`config.mk`:
```
export PLATFORM = sky130hd
export DESIGN_NAME = lcd_init_ctrl
export DESIGN_NICKNAME = d
export VERILOG_FILES = /design/src/rtl/lcd_pkg.sv /design/src/rtl/lcd_delay_cnt.sv /design/src/rtl/lcd_init_ctrl.sv
export SDC_FILE = /design/constraint.sdc
export NUM_CORES = 1
export LEC_CHECK = 0
export ABC_AREA = 1
export CORE_ASPECT_RATIO = 1.5
export CORE_UTILIZATION = 41
export DETAILED_ROUTE_END_ITERATION = 10
export HOLD_SLACK_MARGIN = 0.08
export SLEW_MARGIN = 20
export SYNTH_ARGS = -nofsm -noshare
export SYNTH_HDL_FRONTEND = slang
export SYNTH_SLANG_ARGS = --single-unit
export TNS_END_PERCENT = 50
```
`constraint.sdc`:
```
create_clock -name clk -period 4.6 [get_ports clk]
set_clock_uncertainty 0.1 [all_clocks]
set_input_delay 0.92 -clock clk [delete_from_list [all_inputs] [get_ports clk]]
set_output_delay 0.92 -clock clk [all_outputs]
set_load 0.05 [all_outputs]
```
`src/rtl/lcd_pkg.sv`:
```
// Shared types and helpers for the LCD init/write sequencer.
// Latency: n/a (types, constants and a pure function only).
// Backpressure: n/a.
package lcd_pkg;

    typedef enum logic [2:0] {
        PWR_WAIT,
        FETCH,
        SETUP,
        E_HIGH,
        WAIT,
        IDLE
    } lcd_state_t;

    localparam logic [7:0] LCD_CMD_CLEAR = 8'h01;
    localparam logic [7:0] LCD_CMD_HOME  = 8'h02;

    // Same bit layout as the ROM word: [8]=RS, [7:0]=DB.
    typedef struct packed {
        logic       rs;
        logic [7:0] data;
    } lcd_word_t;

    // Clear and home are the only instructions whose execution time is in
    // the millisecond range; everything else, including data writes, is fast.
    function automatic logic is_long_cmd(input lcd_word_t w);
        return !w.rs && ((w.data == LCD_CMD_CLEAR) || (w.data == LCD_CMD_HOME));
    endfunction

endpackage

```
`src/rtl/lcd_delay_cnt.sv`:
```
// Loadable down-counter used for every timed phase of the LCD sequencer.
// Latency: a load of N gives o_done in the (N+1)th cycle after the load edge.
// Backpressure: none; a load always wins over an in-flight count.
//
// Ports: i_clk, i_rst (async, active-high), i_load/i_val (start a count),
//        o_busy (count in flight), o_done (one-cycle pulse at terminal count).
module lcd_delay_cnt #(
    parameter int unsigned CW = 8
) (
    input  logic          i_clk,
    input  logic          i_rst,
    input  logic          i_load,
    input  logic [CW-1:0] i_val,
    output logic          o_busy,
    output logic          o_done
);

    logic [CW-1:0] r_cnt;
    logic          r_busy;

    always_ff @(posedge i_clk or posedge i_rst) begin
        if (i_rst) begin
            r_cnt  <= '0;
            r_busy <= 1'b0;
        end else if (i_load) begin
            r_cnt  <= i_val;
            r_busy <= 1'b1;
        end else if (r_busy) begin
            if (r_cnt == '0) begin
                r_busy <= 1'b0;
            end else begin
                r_cnt <= r_cnt - 1'b1;
            end
        end
    end

    assign o_busy = r_busy;
    assign o_done = r_busy && (r_cnt == '0);

endmodule

```
`src/rtl/lcd_init_ctrl.sv`:
```
// HD44780 init sequencer: walks the command ROM after power-up, then serves single user writes.
// Latency: user accept -> E rise in SETUP_CYC+1 cycles; wr_ready returns after E_HIGH + post-E wait.
// Backpressure: wr_ready is high only in IDLE; requests seen elsewhere are dropped, never queued.
//
// Ports: clk, rst (async, active-high); rom_addr/rom_q/rom_rdy (command ROM, combinational read);
//        wr_valid/wr_rs/wr_data/wr_ready (user write handshake); init_done (sticky);
//        lcd_rs/lcd_rw/lcd_e/lcd_db (parallel LCD bus, all registered, lcd_rw tied low).
// Build option: define LCD_FAST_SIM_EN to shrink the power-up and post-E waits for simulation.
// Minimums: PWR_UP_CYC >= 2, SETUP_CYC >= 1, E_HIGH_CYC >= 1, both waits >= 1.
module lcd_init_ctrl
    import lcd_pkg::*;
#(
    parameter int unsigned PWR_UP_CYC   = 2_000_000,
    parameter int unsigned SETUP_CYC    = 4,
    parameter int unsigned E_HIGH_CYC   = 25,
    parameter int unsigned CMD_WAIT_CYC = 2000,
    parameter int unsigned CLR_WAIT_CYC = 82_000
) (
    input  logic       clk,
    input  logic       rst,
    output logic [2:0] rom_addr,
    input  logic [8:0] rom_q,
    input  logic       rom_rdy,
    input  logic       wr_valid,
    input  logic       wr_rs,
    input  logic [7:0] wr_data,
    output logic       wr_ready,
    output logic       init_done,
    output logic       lcd_rs,
    output logic       lcd_rw,
    output logic       lcd_e,
    output logic [7:0] lcd_db
);

`ifdef LCD_FAST_SIM_EN
    localparam int unsigned C_PWR = 20;
    localparam int unsigned C_CMD = 8;
    localparam int unsigned C_CLR = 16;
`else
    localparam int unsigned C_PWR = PWR_UP_CYC;
    localparam int unsigned C_CMD = CMD_WAIT_CYC;
    localparam int unsigned C_CLR = CLR_WAIT_CYC;
`endif

    localparam int unsigned C_MAX_A = (C_PWR > C_CLR) ? C_PWR : C_CLR;
    localparam int unsigned C_MAX_B = (C_CMD > SETUP_CYC) ? C_CMD : SETUP_CYC;
    localparam int unsigned C_MAX_C = (E_HIGH_CYC > C_MAX_B) ? E_HIGH_CYC : C_MAX_B;
    localparam int unsigned C_MAX   = (C_MAX_A > C_MAX_C) ? C_MAX_A : C_MAX_C;
    localparam int unsigned CW      = $clog2(C_MAX + 1);

    // A load of N-1 keeps the loading state for N cycles. Power-up loads one
    // less because its first cycle (counter idle out of reset) is the arming cycle.
    localparam logic [CW-1:0] LD_PWR   = CW'(C_PWR - 2);
    localparam logic [CW-1:0] LD_SETUP = CW'(SETUP_CYC - 1);
    localparam logic [CW-1:0] LD_EHIGH = CW'(E_HIGH_CYC - 1);
    localparam logic [CW-1:0] LD_CMD   = CW'(C_CMD - 1);
    localparam logic [CW-1:0] LD_CLR   = CW'(C_CLR - 1);

    lcd_state_t    r_state;
    logic [2:0]    r_rom_addr;
    logic          r_lcd_e;
    logic          r_lcd_rs;
    logic [7:0]    r_lcd_db;
    logic          r_init_done;
    logic          r_wr_ready;
    logic          r_long_wait;

    lcd_word_t     w_rom_word;
    lcd_word_t     w_wr_word;
    logic          w_accept;
    logic          w_load;
    logic [CW-1:0] w_load_val;
    logic          w_busy;
    logic          w_done;

    assign w_rom_word = rom_q;
    assign w_wr_word  = {wr_rs, wr_data};
    assign w_accept   = wr_valid && r_wr_ready;

    lcd_delay_cnt #(
        .CW (CW)
    ) u_delay (
        .i_clk  (clk),
        .i_rst  (rst),
        .i_load (w_load),
        .i_val  (w_load_val),
        .o_busy (w_busy),
        .o_done (w_done)
    );

    // Counter loads coincide with the state transitions below so that the
    // count runs from the first cycle of the state being entered.
    always_comb begin
        w_load     = 1'b0;
        w_load_val = '0;
        case (r_state)
            PWR_WAIT: if (!w_busy) begin
                w_load     = 1'b1;
                w_load_val = LD_PWR;
            end
            FETCH: if (!rom_rdy) begin
                w_load     = 1'b1;
                w_load_val = LD_SETUP;
            end
            SETUP: if (w_done) begin
                w_load     = 1'b1;
                w_load_val = LD_EHIGH;
            end
            E_HIGH: if (w_done) begin
                w_load     = 1'b1;
                w_load_val = r_long_wait ? LD_CLR : LD_CMD;
            end
            IDLE: if (w_accept) begin
                w_load     = 1'b1;
                w_load_val = LD_SETUP;
            end
            default: ;
        endcase
    end

    always_ff @(posedge clk or posedge rst) begin
        if (rst) begin
            r_state     <= PWR_WAIT;
            r_rom_addr  <= '0;
            r_lcd_e     <= 1'b0;
            r_lcd_rs    <= 1'b0;
            r_lcd_db    <= '0;
            r_init_done <= 1'b0;
            r_wr_ready  <= 1'b0;
            r_long_wait <= 1'b0;
        end else begin
            case (r_state)
                PWR_WAIT: if (w_done) r_state <= FETCH;
                FETCH: begin
                    if (rom_rdy) begin
                        r_state     <= IDLE;
                        r_init_done <= 1'b1;
                        r_wr_ready  <= 1'b1;
                    end else begin
                        r_lcd_rs    <= w_rom_word.rs;
                        r_lcd_db    <= w_rom_word.data;
                        r_long_wait <= is_long_cmd(w_rom_word);
                        r_state     <= SETUP;
                    end
                end
                SETUP: if (w_done) begin
                    r_lcd_e <= 1'b1;
                    r_state <= E_HIGH;
                end
                E_HIGH: if (w_done) begin
                    r_lcd_e <= 1'b0;
                    r_state <= WAIT;
                end
                WAIT: if (w_done) begin
                    // The ROM has eight slots; the last one ends init even
                    // without an end flag, and the address never wraps.
                    if (r_init_done || (r_rom_addr == 3'd7)) begin
                        r_state     <= IDLE;
                        r_init_done <= 1'b1;
                        r_wr_ready  <= 1'b1;
                    end else begin
                        r_rom_addr <= r_rom_addr + 3'd1;
                        r_state    <= FETCH;
                    end
                end
                IDLE: if (w_accept) begin
                    r_lcd_rs    <= w_wr_word.rs;
                    r_lcd_db    <= w_wr_word.data;
                    r_long_wait <= is_long_cmd(w_wr_word);
                    r_wr_ready  <= 1'b0;
                    r_state     <= SETUP;
                end
                default: r_state <= PWR_WAIT;
            endcase
        end
    end

    assign rom_addr  = r_rom_addr;
    assign wr_ready  = r_wr_ready;
    assign init_done = r_init_done;
    assign lcd_rs    = r_lcd_rs;
    assign lcd_rw    = 1'b0;
    assign lcd_e     = r_lcd_e;
    assign lcd_db    = r_lcd_db;

endmodule

```
== After elaboration in Yosys (flattened, before gate mapping) ==
Cells that the tools add are included.
Widths: inputs -> output; s select.

* Reduce and logical (&&, ||, !) cells: 24
* Multiplexer cells: 44
* Add/sub/neg operators: 2
* Bitwise operators: 1
* Equal/unequal tests: 19

{| class="wikitable"
|+ Operator list
! cell !! number
|-
| $pmux 21 s5 || 1
|-
| $mux 21 || 4
|-
| $mux 17 || 2
|-
| $logic_not 21->1 || 1
|-
| $mux 3 || 7
|-
| $sub 21x1->21 const B || 1
|-
| $pmux 3 s6 || 1
|-
| $mux 1 || 17
|-
| $eq 8x1->1 const B || 2
|-
| $eq 8x2->1 const B || 2
|-
| $mux 8 || 2
|-
| $pmux 8 s2 || 1
|-
| $ne 2x1->1 const B || 5
|-
| $reduce_and 5->1 || 2
|-
| $eq 3x3->1 const B || 3
|-
| $reduce_and 3->1 || 3
|-
| $ne 2x2->1 const B || 4
|-
| $pmux 1 s2 || 4
|-
| $reduce_bool 2->1 || 4
|-
| $eq 3x2->1 const B || 2
|-
| $mux 5 || 1
|-
| $logic_and 1x1->1 || 4
|-
| $mux 2 || 2
|-
| $pmux 1 s4 || 1
|-
| 11 further kinds || 14
|}

* Logic and storage cells: 100
* Register bits after elaboration: 41
* Output and inout port bits: 16
* Input port bits: 22

== Depth between registers and ports, before layout ==
* Depth after elaboration: 6
* Mapped depth: 12
* Depth with buffers taken out: 12

== Hierarchy ==
From an unflattened synthesis, not the netlist that was laid out.

* Cell total of the unflattened synthesis: 435
* Area, all modules: 2872.8 µm²

{| class="wikitable"
|+ Modules (own cells, without submodules)
! module !! times used !! area an instance (µm²) !! cells an instance !! seq. area each (µm²)
|-
| lcd_delay_cnt || 1 || 1674.1 || 256 || 550.5
|-
| lcd_init_ctrl || 1 || 1198.6 || 179 || 475.5
|}

== Worst setup path before layout ==
OpenSTA, ideal clock, no wires.

* Kind: in2reg
* Start point: input wr_valid
* End point: register u_delay.r_cnt[14]
* Slack: 2.606 ns
* Buffers on the path: 2
* Stages on the path: 10
* Data arrival time: 1.777 ns
* Data required time: 4.384 ns
* Library setup time: 0.116 ns
* Cells stage by stage: nand2_1 -> nor2_4 -> nor2_4 -> nand2_2 -> inv_4 -> nand3_4 -> buf_6 -> buf_6 -> nand2_1 -> nand2_1

* Word-level cells in the longest chain between the ends: 5
* Elaborated cells between the ends (all ways): 7
* Those cells by class: 1 x eq/ne; 3 x mux; 3 x reduce/logical

{| class="wikitable"
|+ Ends and longest elaborated chain
! item !! RTL line !! RTL
|-
| from (decl) || lcd_init_ctrl.sv:24 || <nowiki>input logic wr_valid,</nowiki>
|-
| $logic_and 1x1->1 (*) || lcd_init_ctrl.sv:78 || <nowiki>assign w_accept = wr_valid && r_wr_ready;</nowiki>
|-
| $mux 1 (*) || lcd_init_ctrl.sv:113 || <nowiki>IDLE: if (w_accept) begin</nowiki>
|-
| $pmux 1 s4 (*) || lcd_init_ctrl.sv:96 || <nowiki>case (r_state)</nowiki>
|-
| $ne 2x1->1 (no source line) or $reduce_bool 2->1 (tied branches) || -- ||
|-
| $reduce_and 2->1 (no source line) || -- ||
|-
| to (signal assigned) || lcd_delay_cnt.sv:26 || <nowiki>r_cnt <= i_val;</nowiki>
|-
| to (signal assigned) || lcd_delay_cnt.sv:32 || <nowiki>r_cnt <= r_cnt - 1'b1;</nowiki>
|-
| to (decl) || lcd_delay_cnt.sv:18 || <nowiki>logic [CW-1:0] r_cnt;</nowiki>
|}

Every way passes the cells marked *; elsewhere a longest branch is shown, timed or not.
A chain may end at the register's enable or synchronous reset.

== Final worst setup path ==
* Start point: input rom_rdy
* End point: register u_delay.r_cnt[4]

* Word-level cells in the longest chain between the ends: 4
* Elaborated cells between the ends (all ways): 6
* Those cells by class: 1 x eq/ne; 3 x mux; 2 x reduce/logical

{| class="wikitable"
|+ Ends and longest elaborated chain
! item !! RTL line !! RTL
|-
| from (decl) || lcd_init_ctrl.sv:23 || <nowiki>input logic rom_rdy,</nowiki>
|-
| $mux 1 (*) || lcd_init_ctrl.sv:101 || <nowiki>FETCH: if (!rom_rdy) begin</nowiki>
|-
| $pmux 1 s4 (*) || lcd_init_ctrl.sv:96 ||
|-
| $ne 2x1->1 (no source line) or $reduce_bool 2->1 (tied branches) || -- ||
|-
| $reduce_and 2->1 (no source line) || -- ||
|}

Marks and branches as above.

==> impl_metrics.yaml <==
status:
  status: "finished, final reports clean"
setup_path:
  r2r_cells: 11
  startpoint: "rom_rdy"
  path_class: "in2reg"
  worstPathCellList: "clkdlybuf4s50_1, nor2_4, nor2_4, nand2_2, inv_4, nand3_4, inv_2, nand2_1, nand2_1"
  critical_path.top_delay_family: "buffers and inverters"
  cp_slowest_stage_delay_ns: 0.52
  crit_fanout: 20
  cp-start-kind: "primary input"
  arrival_ns: 2.81
  path_depth: 9
  reg2reg_from: "r_state[0]$_DFFE_PP0P_"
  critical_path_required_ns: 4.74
  slowest_stage: "clkdlybuf4s50_1"
  path_buf_inv: 3
  endpoint_kind: "register"
drt:
  drc: 0
  routedWlPerCell_um: 13.60
  ant_nets: 0
  firstDrtPassIters: 4
  num_vias: 2495
  drtIter0Drc: 101
  drt-total-wl_um: 6637
  vias_per_cell: 5.113
synthesis:
  yosys_warnings: 0
  synth_cells: 380
  ys_types: 36
  ys_async_sr_fraction_pct: 100.0
  ys.flop_type: "dfrtp_1"
  synth_area_leaders: "dfrtp_1 38%, nand2_1 18%, nand3_1 6.1%"
  synth-edff-count: 0
  yosys.area.top_type_share_pct: 37.96
  syn_area_um2: 2703
  syn_area_per_cell_um2: 7.112
  synth.most_common_cell: "nand2_1"
  syn_nets: 406
  synth_seq_cells: 41
  ys_seq_area_share_pct: 37.96
  synth_common_cells: "127 x nand2_1, 42 x nor2_1, 41 x dfrtp_1"
  yosys.area.top_type: "dfrtp_1"
placement:
  gp_congestion: 0.9050
  port_buffers: 36
  place_ws_ns: 1.621
  dpl.hpwl_um: 5038
pwr:
  power.share.switching_pct: 24.26
  p_total_mw: 0.6754
  power.density_nw_per_um2: 212.3
  ir_drop_v: 0.0001068
  power.clock.fraction_pct: 36.5
  internal-power_mw: 0.5115
  p_leak_nw: 1.523
  p_comb_share_pct: 9.1
  p_sw_mw: 0.1638
  power_frac_seq_pct: 54.4
layout:
  drive_gt1_share_pct: 7.246
  n_fill_cell: 663
  final_nets: 440
  synthToLayoutAreaGrowth_pct: 17.73
  num_antenna_cells: 0
clocking:
  cts_tree: "done"
  cts_made_buffers: 5
  clock_latency_ns: 0.30
  clock_path_buffers: 2
  clockRootBuffer: "clkbuf_8"
  htree_levels: 2
  post_cts_buffers: 0
  hold_buffers: 0
  postCtsResizedCells: 0
  cts.sinks: 41
  cts.clk_slew.worst_paths_ns: 0.08
grt:
  grtUsageTotal_pct: 21.77
  grt_max_degree: 42
  first_global_vias: 2529
  grt_pass1_wl_um: 11340
  antenna_found_initial: 0
  overflow: 0
floorplanning:
  pin_count: 38
  die_width_um: 68.29
  core-area_um2: 6262
  fp.dieArea_um2: 6927
  rows: 35
  start_util_pct: 43.16
  die_y_um: 101.4
sta:
  tns_ns: 0
  grt_setup_unrepaired: "false"
  finalHoldViolations: 0
  tightest_slew_ns: 0.5343
  layout_setup_ws_ns: 1.922
  drv_slew: 0
  relSlewSlack_pct: 64.38
  min_period_ns: 2.678
  fin_crit_sh_pct: 58.21
  setup-violations-final: 0
  fmax_ghz: 0.3735
worst_hold_path:
  min_path_type: "reg2reg"
  min_from: "init_done$_DFFE_PP0P_"
  hold_path_depth: 2
flow_run:
  cap_viol_max_count: 0
## state kept, by name, summed over array words and instances (netlist names)
signal          flops
u_delay.o_busy      1
wr_ready            1
lcd_rs              1
u_delay.r_cnt      21
lcd_db              8
init_done           1
r_state             3
lcd_e               1
r_long_wait         1
rom_addr            3
## area by class of cell
| cell class | instances | area [um2] | share of cell area, % |
|---|---|---|---|
| timing repair buffer | 37 | 367.9 | 11.56 |
| inverter | 36 | 137.6 | 4.326 |
| sequential | 41 | 1026 | 32.25 |
| tap | 74 | 92.59 | 2.910 |
| multi-input combinational | 293 | 1471 | 46.24 |
| clock buffer | 7 | 86.33 | 2.713 |
## layout by cell type, fill, tap and decap left out, types with 5 or more instances in the layout
cell             Yosys  routed
nor2_1              42      42
a2bb2oi_1            9       9
xnor2_1              8       8
nand2_2              5       5
inv_1               30      29
xor2_1               9       9
a21oi_1             12      12
clkbuf_8             0       6
nand2_1            127     127
clkdlybuf4s50_1      0      36
dfrtp_1             41      41
nand4_1              9       9
nand3_1             33      33
nor2_2               7       7
## kinds of logic after synthesis
logic type / share of synthesized area, %
compound gates: 7.825
xor+xnor: 5.510
fa+ha+maj: 1.852
buf+inv: 7.592
flops: 37.96
other cells: 0.1388
simple gates: 39.12
## metal layers
layer	wire, um	up-vias	global-route usage (%)	part of all wire (%)
met5	0	-	0	0
met4	172	0	9.615	2.6
met3	143	15	3.153	2.2
met2	3546	41	39.82	53
met1	2774	1154	23.86	42
li1	-	1285	-	-
## power by group through the flow
stage | clock [mW] | combinational (mW) | sequential [mW]
2_1_floorplan | 0 | 0.0145 | 0.388
3_3_place_gp | 0 | 0.0623 | 0.374
3_5_place_dp | 0 | 0.0624 | 0.374
4_1_cts | 0.254 | 0.0627 | 0.367
5_1_grt | 0.265 | 0.0664 | 0.368
6_report | 0.247 | 0.0615 | 0.367
## stage by stage
| step | area (um2) | hold WS, ns | instances | utilization [%] |
|---|---|---|---|---|
| after detailed placement | 3095 | 0.3841 | 481 | 49.43 |
| final | 3182 | 0.3979 | 488 | 50.81 |
| after floorplan | 2703 | 0.3711 | 380 | - |
| after CTS | 3182 | 0.4035 | 488 | 50.81 |
| after global placement | 3095 | 0.3794 | 481 | 49.43 |
| after global routing | 3182 | 0.4195 | 488 | 50.81 |
## worst register-to-register path: stages, from the launching register on
cell	delay, ns
dfrtp_1	0.48
inv_2	0.16
nor2_4	0.05
nand2_2	0.25
nor2_4	0.07
nor2_4	0.29
nand2_2	0.12
inv_4	0.19
nand3_4	0.23
inv_2	0.30
nand2_1	0.08
nand2_1	0.07
## path summary, 6_finish.rpt
| path | end | slack (ns) |
|---|---|---|
| worst max-delay path | u_delay.r_cnt[4]$_DFFE_PP0P_ | 1.92 |
| worst min-delay path | init_done$_DFFE_PP0P_ | 0.40 |
| worst max register to register | u_delay.r_cnt[4]$_DFFE_PP0P_ | 2.16 |
| worst min register to register | init_done$_DFFE_PP0P_ | 0.40 |
| max in group asynchronous | u_delay.r_cnt[5]$_DFFE_PP0P_ | 3.08 |
| min in group asynchronous | u_delay.r_cnt[12]$_DFFE_PP0P_ | 0.94 |
Power figures use the tool's default switching activity.
